### config.mk
export PLATFORM = sky130hd
export DESIGN_NAME = pipeline_hazard_controller
export DESIGN_NICKNAME = d
export VERILOG_FILES = /design/src/rtl/hazard_pkg.sv /design/src/rtl/load_use_detector.sv /design/src/rtl/pipeline_hazard_controller.sv
export SDC_FILE = /design/constraint.sdc
export NUM_CORES = 1
export LEC_CHECK = 0
export ABC_AREA = 1
export CORE_ASPECT_RATIO = 0.7
export CORE_UTILIZATION = 50
export DETAILED_ROUTE_END_ITERATION = 16
export GPL_TIMING_DRIVEN = 1
export PLACE_DENSITY_LB_ADDON = 0.25
export SYNTH_ARGS = -nofsm -noshare
export SYNTH_HDL_FRONTEND = slang
export SYNTH_SLANG_ARGS = --single-unit
### constraint.sdc
create_clock -name clk -period 1.9 [get_ports clk]
set_input_delay 0.38 -clock clk [delete_from_list [all_inputs] [get_ports clk]]
set_output_delay 0.38 -clock clk [all_outputs]
set_load 0.1 [all_outputs]
### src/rtl/hazard_pkg.sv
// Shared types and constants for the pipeline hazard controller.
package hazard_pkg;

  localparam int REG_ADDR_W = 5;
  localparam logic [REG_ADDR_W-1:0] REG_ZERO = 5'd0;

  // RUN: normal flow. MEM_WAIT: a data-memory access is outstanding.
  typedef enum logic [0:0] {
    RUN      = 1'b0,
    MEM_WAIT = 1'b1
  } state_t;

endpackage

### src/rtl/load_use_detector.sv
// Combinational load-use hazard detection: does the ID instruction read the
// register that the load sitting in ID/EX is about to write?
module load_use_detector
  import hazard_pkg::*;
(
  input  logic [REG_ADDR_W-1:0] id_rs_addr,
  input  logic [REG_ADDR_W-1:0] id_rt_addr,
  input  logic                  id_uses_rs,
  input  logic                  id_uses_rt,
  input  logic                  ex_mem_read,
  input  logic [REG_ADDR_W-1:0] ex_rt_addr,
  output logic                  hazard
);

  logic rs_match;
  logic rt_match;

  // $0 is hardwired to zero, so a load into it never creates a dependency.
  always_comb begin
    rs_match = id_uses_rs && (id_rs_addr == ex_rt_addr);
    rt_match = id_uses_rt && (id_rt_addr == ex_rt_addr);
    hazard   = ex_mem_read && (ex_rt_addr != REG_ZERO) && (rs_match || rt_match);
  end

endmodule

### src/rtl/pipeline_hazard_controller.sv
// Central stall/flush sequencer for the five-stage pipeline. Decisions are
// combinational from the current state and inputs; state, the wait counter,
// the performance counters and the sticky timeout flag are registered.
// Priority: memory wait > taken branch > load-use > none.
module pipeline_hazard_controller
  import hazard_pkg::*;
#(
  parameter int MEM_TIMEOUT = 64,
  parameter int CNT_W       = 32
) (
  input  logic                  clk,
  input  logic                  reset,
  input  logic [REG_ADDR_W-1:0] id_rs_addr,
  input  logic [REG_ADDR_W-1:0] id_rt_addr,
  input  logic                  id_uses_rs,
  input  logic                  id_uses_rt,
  input  logic                  ex_mem_read,
  input  logic [REG_ADDR_W-1:0] ex_rt_addr,
  input  logic                  ex_branch_taken,
  input  logic                  mem_access,
  input  logic                  dmem_ready,
  output logic                  pc_stall,
  output logic                  if_id_stall,
  output logic                  if_id_flush,
  output logic                  id_ex_stall,
  output logic                  id_ex_flush,
  output logic                  ex_mem_stall,
  output logic                  mem_wb_flush,
  output logic [CNT_W-1:0]      stall_cycles,
  output logic [CNT_W-1:0]      flush_events,
  output logic                  mem_timeout_err,
  output state_t                dbg_state
);

  localparam int WAIT_W = $clog2(MEM_TIMEOUT + 1);
  localparam logic [WAIT_W-1:0] WAIT_ONE  = WAIT_W'(1);
  localparam logic [WAIT_W-1:0] WAIT_MAX  = WAIT_W'(MEM_TIMEOUT);
  localparam logic [WAIT_W-1:0] WAIT_LAST = WAIT_W'(MEM_TIMEOUT - 1);
  localparam logic [CNT_W-1:0]  CNT_ONE   = CNT_W'(1);

  state_t            state_q;
  state_t            state_nxt;
  logic [WAIT_W-1:0] wait_cnt;
  logic              load_use;
  logic              mem_wait;
  logic              branch_resp;

  load_use_detector u_load_use_detector (
    .id_rs_addr  (id_rs_addr),
    .id_rt_addr  (id_rt_addr),
    .id_uses_rs  (id_uses_rs),
    .id_uses_rt  (id_uses_rt),
    .ex_mem_read (ex_mem_read),
    .ex_rt_addr  (ex_rt_addr),
    .hazard      (load_use)
  );

  assign dbg_state = state_q;

  // State register; reset mid-wait drops straight back to RUN.
  always_ff @(posedge clk or negedge reset) begin
    if (!reset) state_q <= RUN;
    else        state_q <= state_nxt;
  end

  // Next state and the prioritised stall/flush decision. In the release
  // cycle (MEM_WAIT with dmem_ready) the wait drops and the branch and
  // load-use rules apply as usual; a branch held in a frozen EX during the
  // wait is therefore acted on exactly then.
  always_comb begin
    state_nxt    = state_q;
    pc_stall     = 1'b0;
    if_id_stall  = 1'b0;
    if_id_flush  = 1'b0;
    id_ex_stall  = 1'b0;
    id_ex_flush  = 1'b0;
    ex_mem_stall = 1'b0;
    mem_wb_flush = 1'b0;
    branch_resp  = 1'b0;
    mem_wait     = 1'b0;

    case (state_q)
      RUN: begin
        mem_wait = mem_access && !dmem_ready;
        if (mem_wait) state_nxt = MEM_WAIT;
      end
      MEM_WAIT: begin
        mem_wait = !dmem_ready;
        if (dmem_ready) state_nxt = RUN;
      end
      default: state_nxt = RUN;
    endcase

    if (!reset) begin
      state_nxt = RUN;
    end else if (mem_wait) begin
      pc_stall     = 1'b1;
      if_id_stall  = 1'b1;
      id_ex_stall  = 1'b1;
      ex_mem_stall = 1'b1;
      mem_wb_flush = 1'b1;
    end else if (ex_branch_taken) begin
      // The consumer in ID is squashed, so any load-use stall is moot.
      if_id_flush = 1'b1;
      id_ex_flush = 1'b1;
      branch_resp = 1'b1;
    end else if (load_use) begin
      pc_stall    = 1'b1;
      if_id_stall = 1'b1;
      id_ex_flush = 1'b1;
    end
  end

  // Consecutive not-ready cycles in MEM_WAIT; sets the sticky timeout flag
  // on the edge the count reaches MEM_TIMEOUT without aborting the wait.
  always_ff @(posedge clk or negedge reset) begin
    if (!reset) begin
      wait_cnt        <= '0;
      mem_timeout_err <= 1'b0;
    end else if (state_nxt == RUN) begin
      wait_cnt <= '0;
    end else if (state_q == MEM_WAIT) begin
      if (wait_cnt != WAIT_MAX) wait_cnt <= wait_cnt + WAIT_ONE;
      if (wait_cnt == WAIT_LAST) mem_timeout_err <= 1'b1;
    end
  end

  // Saturating performance counters.
  always_ff @(posedge clk or negedge reset) begin
    if (!reset) begin
      stall_cycles <= '0;
      flush_events <= '0;
    end else begin
      if (pc_stall && (stall_cycles != '1))    stall_cycles <= stall_cycles + CNT_ONE;
      if (branch_resp && (flush_events != '1)) flush_events <= flush_events + CNT_ONE;
    end
  end

endmodule

==> results of run 1 <==
## layout make-up
class	count	area, sq um
multi-input combinational	552	2790
timing repair buffer	151	2140
sequential	73	1900
fill	568	1640
inverter	84	318
clock buffer	11	243
tap	124	155
clock inverter	5	103
## registers in the layout, summed over array words and instances (netlist names)
register,cells
flush_events,32
stall_cycles,32
wait_cnt,7
dbg_state,1
mem_timeout_err,1
## critical path, cell delays in order, from the launching register on
cell,delay [ns]
dfrtp_2,0.45
nand2_1,0.13
nor2_1,0.22
nand2_2,0.15
inv_1,0.14
nand4_4,0.22
nand2_1,0.19
inv_1,0.11
nand2_1,0.10
nand2_1,0.09
nand2_1,0.07
## routing by layer
layer | share of wire [%] | wire length (um) | track usage, %
met1 | 42 | 7150 | 45.9
met2 | 45 | 7670 | 50.4
met3 | 11 | 1920 | 7.73
met4 | 2.4 | 408 | 8.64
met5 | 0 | 0 | 0
## stage by stage
stage | TNS, ns | worst slack (ns) | instance area (sq um) | power, mW
after floorplan | -6.62 | -0.242 | 5070 | 3.28
after global placement | -7.60 | -0.285 | 7070 | 4.19
after detailed placement | -12.27 | -0.396 | 7070 | 4.24
after CTS | 0 | 0.00195 | 7460 | 6.24
after global routing | -0.354 | -0.109 | 7650 | 6.52
final | -0.0168 | -0.0168 | 7650 | 6.32
## cells in the final DEF (no fill, tap or decap), types with 5 or more instances in the layout
cell	synthesis	layout
clkbuf_16	0	11
nor2_2	6	7
clkbuf_2	0	7
buf_4	6	48
xor2_1	27	27
xnor2_1	12	12
buf_12	0	76
nand4_1	15	15
nand3b_1	7	7
nor2_4	3	7
nor2_1	73	68
dlygate4sd2_1	0	5
nor3_1	18	16
o21ai_1	2	5
inv_1	79	75
nand2_1	283	275
nand2_2	5	9
dfrtp_2	0	50
dfrtp_1	73	20
inv_2	5	8
nand3_1	57	55
o21ai_0	22	19
## power by group
group	switching (mW)	leakage, nW	internal (mW)
Combinational	1.54	2.46	0.856
Clock	0.693	0.166	1.32
Sequential	0.204	0.908	1.71
Total	2.44	3.54	3.88
## worst paths after layout
check | start | end | slack [ns] | cells after the start
worst min register to register | mem_timeout_err | mem_timeout_err | 0.48 | 1
worst max-delay path | stall_cycles[14] | stall_cycles[23] | -0.02 | 10
worst max register to register | stall_cycles[14] | stall_cycles[23] | -0.02 | 10
worst min-delay path | reset | flush_events[18] | 0.04 | 2
min in group clk | mem_timeout_err | mem_timeout_err | 0.48 | 1
max in group asynchronous | reset | stall_cycles[0] | 1.12 | 2
## timing repair
item                       in CTS  in global routing
setup endpoints to repair      14                 64
gates cloned                    0                  3
gates resized for setup        32                 40
pin swaps                      12                 17
buffers inserted                3                  9
## cell families after synthesis
family,after synthesis,share of synthesized area [%]
flops,73,37.2
xor+xnor,39,6.96
simple gates,477,42.2
buf+inv,102,9.07
fa+ha+maj,4,1.02
compound gates,32,3.52
==> reports/results.ini, run 1 <==
[outcome]
status=complete, but fails checks
violations=negative setup slack

[timing]
min_period_ns=1.92
hold_viol_final=0
period_share_pct=101
setup_viol=1
finalMaxSlewViolations=0
max-slew-margin-rel_pct=51.9
clock_skew_ns=0.00547
worst_slew_pin_slew_ns=0.721
fmax_mhz=522
fin_ws_ns=-0.0168
fin_hold_ws_ns=0.0430

[synth]
yosysWarnings=0
synth_edf_count=0
yosysMostFrequentCell=nand2_1
synthArstFlopShare_pct=100
yosys.cell_types.count=31
avgSynthCellArea_sq_um=6.75
ys.flop_type=dfrtp_1
synth_top_cell_by_area=dfrtp_1
synth_top_area_share_pct=37.2
netlist_top_cells_count=nand2_1 (283), inv_1 (79), dfrtp_1 (73), nor2_1 (73), nand3_1 (57)
synth_area_leaders=dfrtp_1 (37%), nand2_1 (22%), inv_1 (6.0%)
yosysSeqAreaShare_pct=37.2
synth_cells=727
synth_nets=754
syn_area_sq_um=4910
ys_seq_elements=73

[layout]
area_growth_pct=55.8
drive_gt1_share_pct=29.3
nets=898
antenna_cells=0
fin_cells=1000
final_core_util_pct=82.4

[clock_tree]
clock-root-buffer=clkbuf_16
cts_tree=done
clk_pin_slew_worst_paths_ns=0.06
clkLatencyLatePin_ns=0.34
ctsHoldBuffers=0
cts.sinks=73
cts_buffers=9
cts_buffer_depth=2
htreeDepth=3

[routing]
via_count=5679
drtIter0Drc=738
postRouteAntennaNets=0
avgRoutedWirePerCell_um=17.1
dr.pass1.iters=9
route.detailed.drc=0
vias_per_cell=5.68
drt_wl_total_um=17100

[flow_run]
drv_cap=0

[die]
core_sq_um=9290
die_y_um=84.9
ios=96
row_count=29
die_w_um=120
die-area_sq_um=10200
initial_core_util_pct=52.9

[placement]
io_buffers=95
placed_cells=969
routabilityCongestion=0.961
dp_hpwl_um=11700

[power_and_ir_drop]
p_leak_nw=3.54
powerDensity_nw_per_um2=826
peakVddDrop_v=0.00115

[worst_setup_path]
worstPathRequired_ns=2.18
cp_max_fo=7
end_kind=register
worst_setup_path_start_kind=register
path_class=register to register
crit_arrival_ns=2.19

[min_path]
hold_path_class=input pin to asynchronous set/reset pin

[grt]
grt_max_degree=56
grt_pass1_wl_um=26000
grt-ovfl-total=0
grt_pass1_vias=5250
grt.total_usage_pct=32.6
antenna_found_initial=0

Note: power is estimated with default switching activity, not from simulation.
==> run 2: changes to the inputs <==
- ABC_CLOCK_PERIOD_IN_PS: default -> 1900
==> results of run 2 <==
No change in the layout: final DEF, timing and power equal those of run 1.
==> run 3: changes to the inputs <==
- ABC_AREA: 1 -> 0
- CORE_UTILIZATION: 50 -> 49
==> reports/results.ini, run 3 <==
[worst_setup_path]
crit_arrival_ns=2.57  ; was 2.19 ns
crit_slowest_cell=dfrtp_4  ; was dfrtp_2
reg2reg_slack_ns=-0.45  ; was -0.02 ns
r2r_start=dbg_state  ; was stall_cycles[14]
crit_chain=o21bai_4, buf_4, buf_6, and3_4, buf_6, buf_4, nand3_4, a21oi_4, buf_6, xor2_1  ; was nand2_1, nor2_1, nand2_2, inv_1, nand4_4, nand2_1, inv_1, nand2_1, nand2_1, nand2_1
worstPathRequired_ns=2.13  ; was 2.18 ns
crit_start=dbg_state  ; was stall_cycles[14]
path_common_cell=buf_6  ; was nand2_1
cp_max_fo=5  ; was 7
cp-endpoint=flush_events[10]  ; was stall_cycles[23]
worst_setup_path_start_kind=register  ; unchanged
cpPeakStageDelay_ns=0.50  ; was 0.45 ns
worstRegToRegCells=10  ; unchanged
end_kind=register  ; unchanged
r2r_end=flush_events[10]  ; was stall_cycles[23]
path_class=register to register  ; unchanged

[synth]
yosysSeqAreaShare_pct=50.6  ; was 37.2%
synth_nets=373  ; was 754
yosys.cell_types.count=38  ; was 31
synth_area_leaders=dfrtp_1 (51%), xnor2_1 (15%), nand4_1 (4.3%)  ; was dfrtp_1 (37%), nand2_1 (22%), inv_1 (6.0%)
syn_area_sq_um=3610  ; was 4910 sq um
yosysWarnings=0  ; unchanged
netlist_top_cells_count=dfrtp_1 (73), xnor2_1 (62), nand2_1 (32)  ; was nand2_1 (283), inv_1 (79), dfrtp_1 (73), nor2_1 (73), nand3_1 (57)
yosysMostFrequentCell=dfrtp_1  ; was nand2_1
ys.flop_type=dfrtp_1  ; unchanged
synth_top_cell_by_area=dfrtp_1  ; unchanged
synth_cells=346  ; was 727
synthArstFlopShare_pct=100  ; unchanged
ys_seq_elements=73  ; unchanged
avgSynthCellArea_sq_um=10.4  ; was 6.75 sq um
synth_top_area_share_pct=50.6  ; was 37.2%
synth_edf_count=0  ; unchanged

[routing]
route.detailed.drc=0  ; unchanged
drt_wl_total_um=19200  ; was 17100 um
dr.pass1.iters=6  ; was 9
avgRoutedWirePerCell_um=30.8  ; was 17.1 um
vias_per_cell=6.87  ; was 5.68
drtIter0Drc=522  ; was 738
postRouteAntennaNets=0  ; unchanged
via_count=4284  ; was 5679

[grt]
grt-ovfl-total=0  ; unchanged
grt_pass1_wl_um=20300  ; was 26000 um
grt.total_usage_pct=35.6  ; was 32.6%
grt_pass1_vias=3700  ; was 5250
grt_max_degree=51  ; was 56
antenna_found_initial=2  ; was 0

[placement]
io_buffers=95  ; unchanged
routabilityCongestion=0.829  ; was 0.961
dp_hpwl_um=7730  ; was 11700 um
dp_slack_ns=-0.824  ; was -0.396 ns

[timing]
fin_hold_ws_ns=0.0751  ; was 0.0430 ns
grt_setup_unrepaired=yes
fmax_mhz=426  ; was 522 MHz
fin_ws_ns=-0.448  ; was -0.0168 ns
hold_viol_final=0  ; unchanged
period_share_pct=124  ; was 101%
min_period_ns=2.35  ; was 1.92 ns
max-slew-margin-rel_pct=55.9  ; was 51.9%
worst_slew_pin_slew_ns=0.662  ; was 0.721 ns
finalMaxSlewViolations=0  ; unchanged
clock_skew_ns=0.0103  ; was 0.00547 ns
setup_viol=72  ; was 1

[layout]
layout_commonest_cell=buf_12  ; was nand2_1
mostFrequentLayoutCells=buf_12 (74), buf_4 (73), xnor2_1 (49), dfrtp_1 (41), nand4_1 (25)  ; was nand2_1 (275), buf_12 (76), inv_1 (75), nor2_1 (68), nand3_1 (55)
drive_gt1_share_pct=56.7  ; was 29.3%
nets=551  ; was 898
top_regs=flush_events (32), stall_cycles (32), wait_cnt (7)  ; unchanged
area_growth_pct=86.1  ; was 55.8%
final_core_util_pct=96.8  ; was 82.4%
fillCellCount=109  ; was 568

[die]
core_sq_um=6940  ; was 9290 sq um
row_count=25  ; was 29
initial_core_util_pct=52.0  ; was 52.9%
die_w_um=105  ; was 120 um
die-area_sq_um=7720  ; was 10200 sq um
ios=96  ; unchanged
die_y_um=73.8  ; was 84.9 um

[clock_tree]
clk_pin_slew_worst_paths_ns=0.09  ; was 0.06 ns
cts_buffer_depth=2  ; unchanged
clock-root-buffer=clkbuf_8  ; was clkbuf_16
clkLatencyLatePin_ns=0.38  ; was 0.34 ns
cts.sinks=73  ; unchanged
cts_tree=done  ; unchanged
cts_buffers=9  ; unchanged
htreeDepth=3  ; unchanged

[flow_run]
drv_cap=0  ; unchanged

[power_and_ir_drop]
pwr-share-clk_pct=24.6  ; was 31.8%
total_power_mw=5.29  ; was 6.32 mW
p_seq_share_pct=35.5  ; was 30.3%
powerDensity_nw_per_um2=787  ; was 826 nW/um^2
p_switching_mw=2.19  ; was 2.44 mW
p_sw_share_pct=41.5  ; was 38.6%
pwr-share-comb_pct=39.9  ; was 37.9%
internal-power_mw=3.09  ; was 3.88 mW
peakVddDrop_v=0.00103  ; was 0.00115 V
p_leak_nw=2.94  ; was 3.54 nW

[outcome]
violations=negative setup slack  ; unchanged
status=complete, but fails checks  ; unchanged

[min_path]
hold_path_class=input pin to asynchronous set/reset pin  ; unchanged

run 3: logic make-up after synthesis:
group	after synthesis	share of synthesized area [%]
simple gates	156	23.0
mux	3	0.901
compound gates	16	3.15
buf+inv	19	2.77
fa+ha+maj	4	1.39
flops	73	50.6
xor+xnor	75	18.2
run 3: worst min-delay path by stage:
stage	from	endpoint	slack, ns
final	reset	flush_events[5]	0.08
after global routing	reset	flush_events[5]	0.1
after CTS	reset	flush_events[4]	0.07
after detailed placement	reset	flush_events[4]	0.46
after global placement	reset	flush_events[0]	0.45
after floorplan	reset	flush_events[12]	0.08
run 3: timing repair:
action | CTS | global route
cloned | 1 | 2
endpoints found under the setup margin | 52 | 67
hold buffers | 0 | 0
pin swaps | 25 | 31
setup buffers | 12 | 19
gates resized for setup | 82 | 55
run 3: cell type report:
class	count	area, sq um	share of cell area (%)
diodes	1	2.50	0.0372
clock buffers	13	149	2.22
clock inverters	3	40.0	0.596
inverters	9	37.5	0.559
multi-input cells	257	2210	32.8
flip-flops and latches	73	1910	28.4
well taps	94	118	1.75
repair buffers	174	2260	33.6
run 3: through the flow:
step / area [sq um] / cells / TNS, ns
after CTS: 6300 / 603 / -1.06
after global routing: 6720 / 623 / -17.02
after global placement: 5980 / 574 / -23.43
after detailed placement: 5980 / 574 / -31.70
final: 6720 / 624 / -10.71
after floorplan: 3910 / 346 / -27.50
run 3: routing by layer:
layer	wire length, um	vias to the layer above	track usage (%)	share of wire (%)
met2	8710	498	65.0	45
li1	-	1558	-	-
met5	0	-	0	0
met1	6060	2018	40.5	32
met4	1910	0	15.8	9.9
met3	2530	210	8.78	13
run 3: worst max-delay path, delay by kind of cell, from the launching register on:
| kind | cells | cell delay (ns) |
|---|---|---|
| xor gates and xnor gates | 1 | 0.38 |
| AOI/OAI and AO/OA | 2 | 0.41 |
| and+or+nand+nor | 2 | 0.27 |
| DFF | 1 | 0.50 |
| buffers and inverters | 5 | 0.60 |
run 3: power by group through the flow:
stage                     clock network (mW)  logic (mW)  registers, mW
after detailed placement                   0        1.90           1.86
after CTS                               1.23        1.96           1.83
after global routing                    1.34        2.15           1.87
final                                   1.30        2.11           1.88
after global placement                     0        1.87           1.84
after floorplan                            0       0.319           2.60
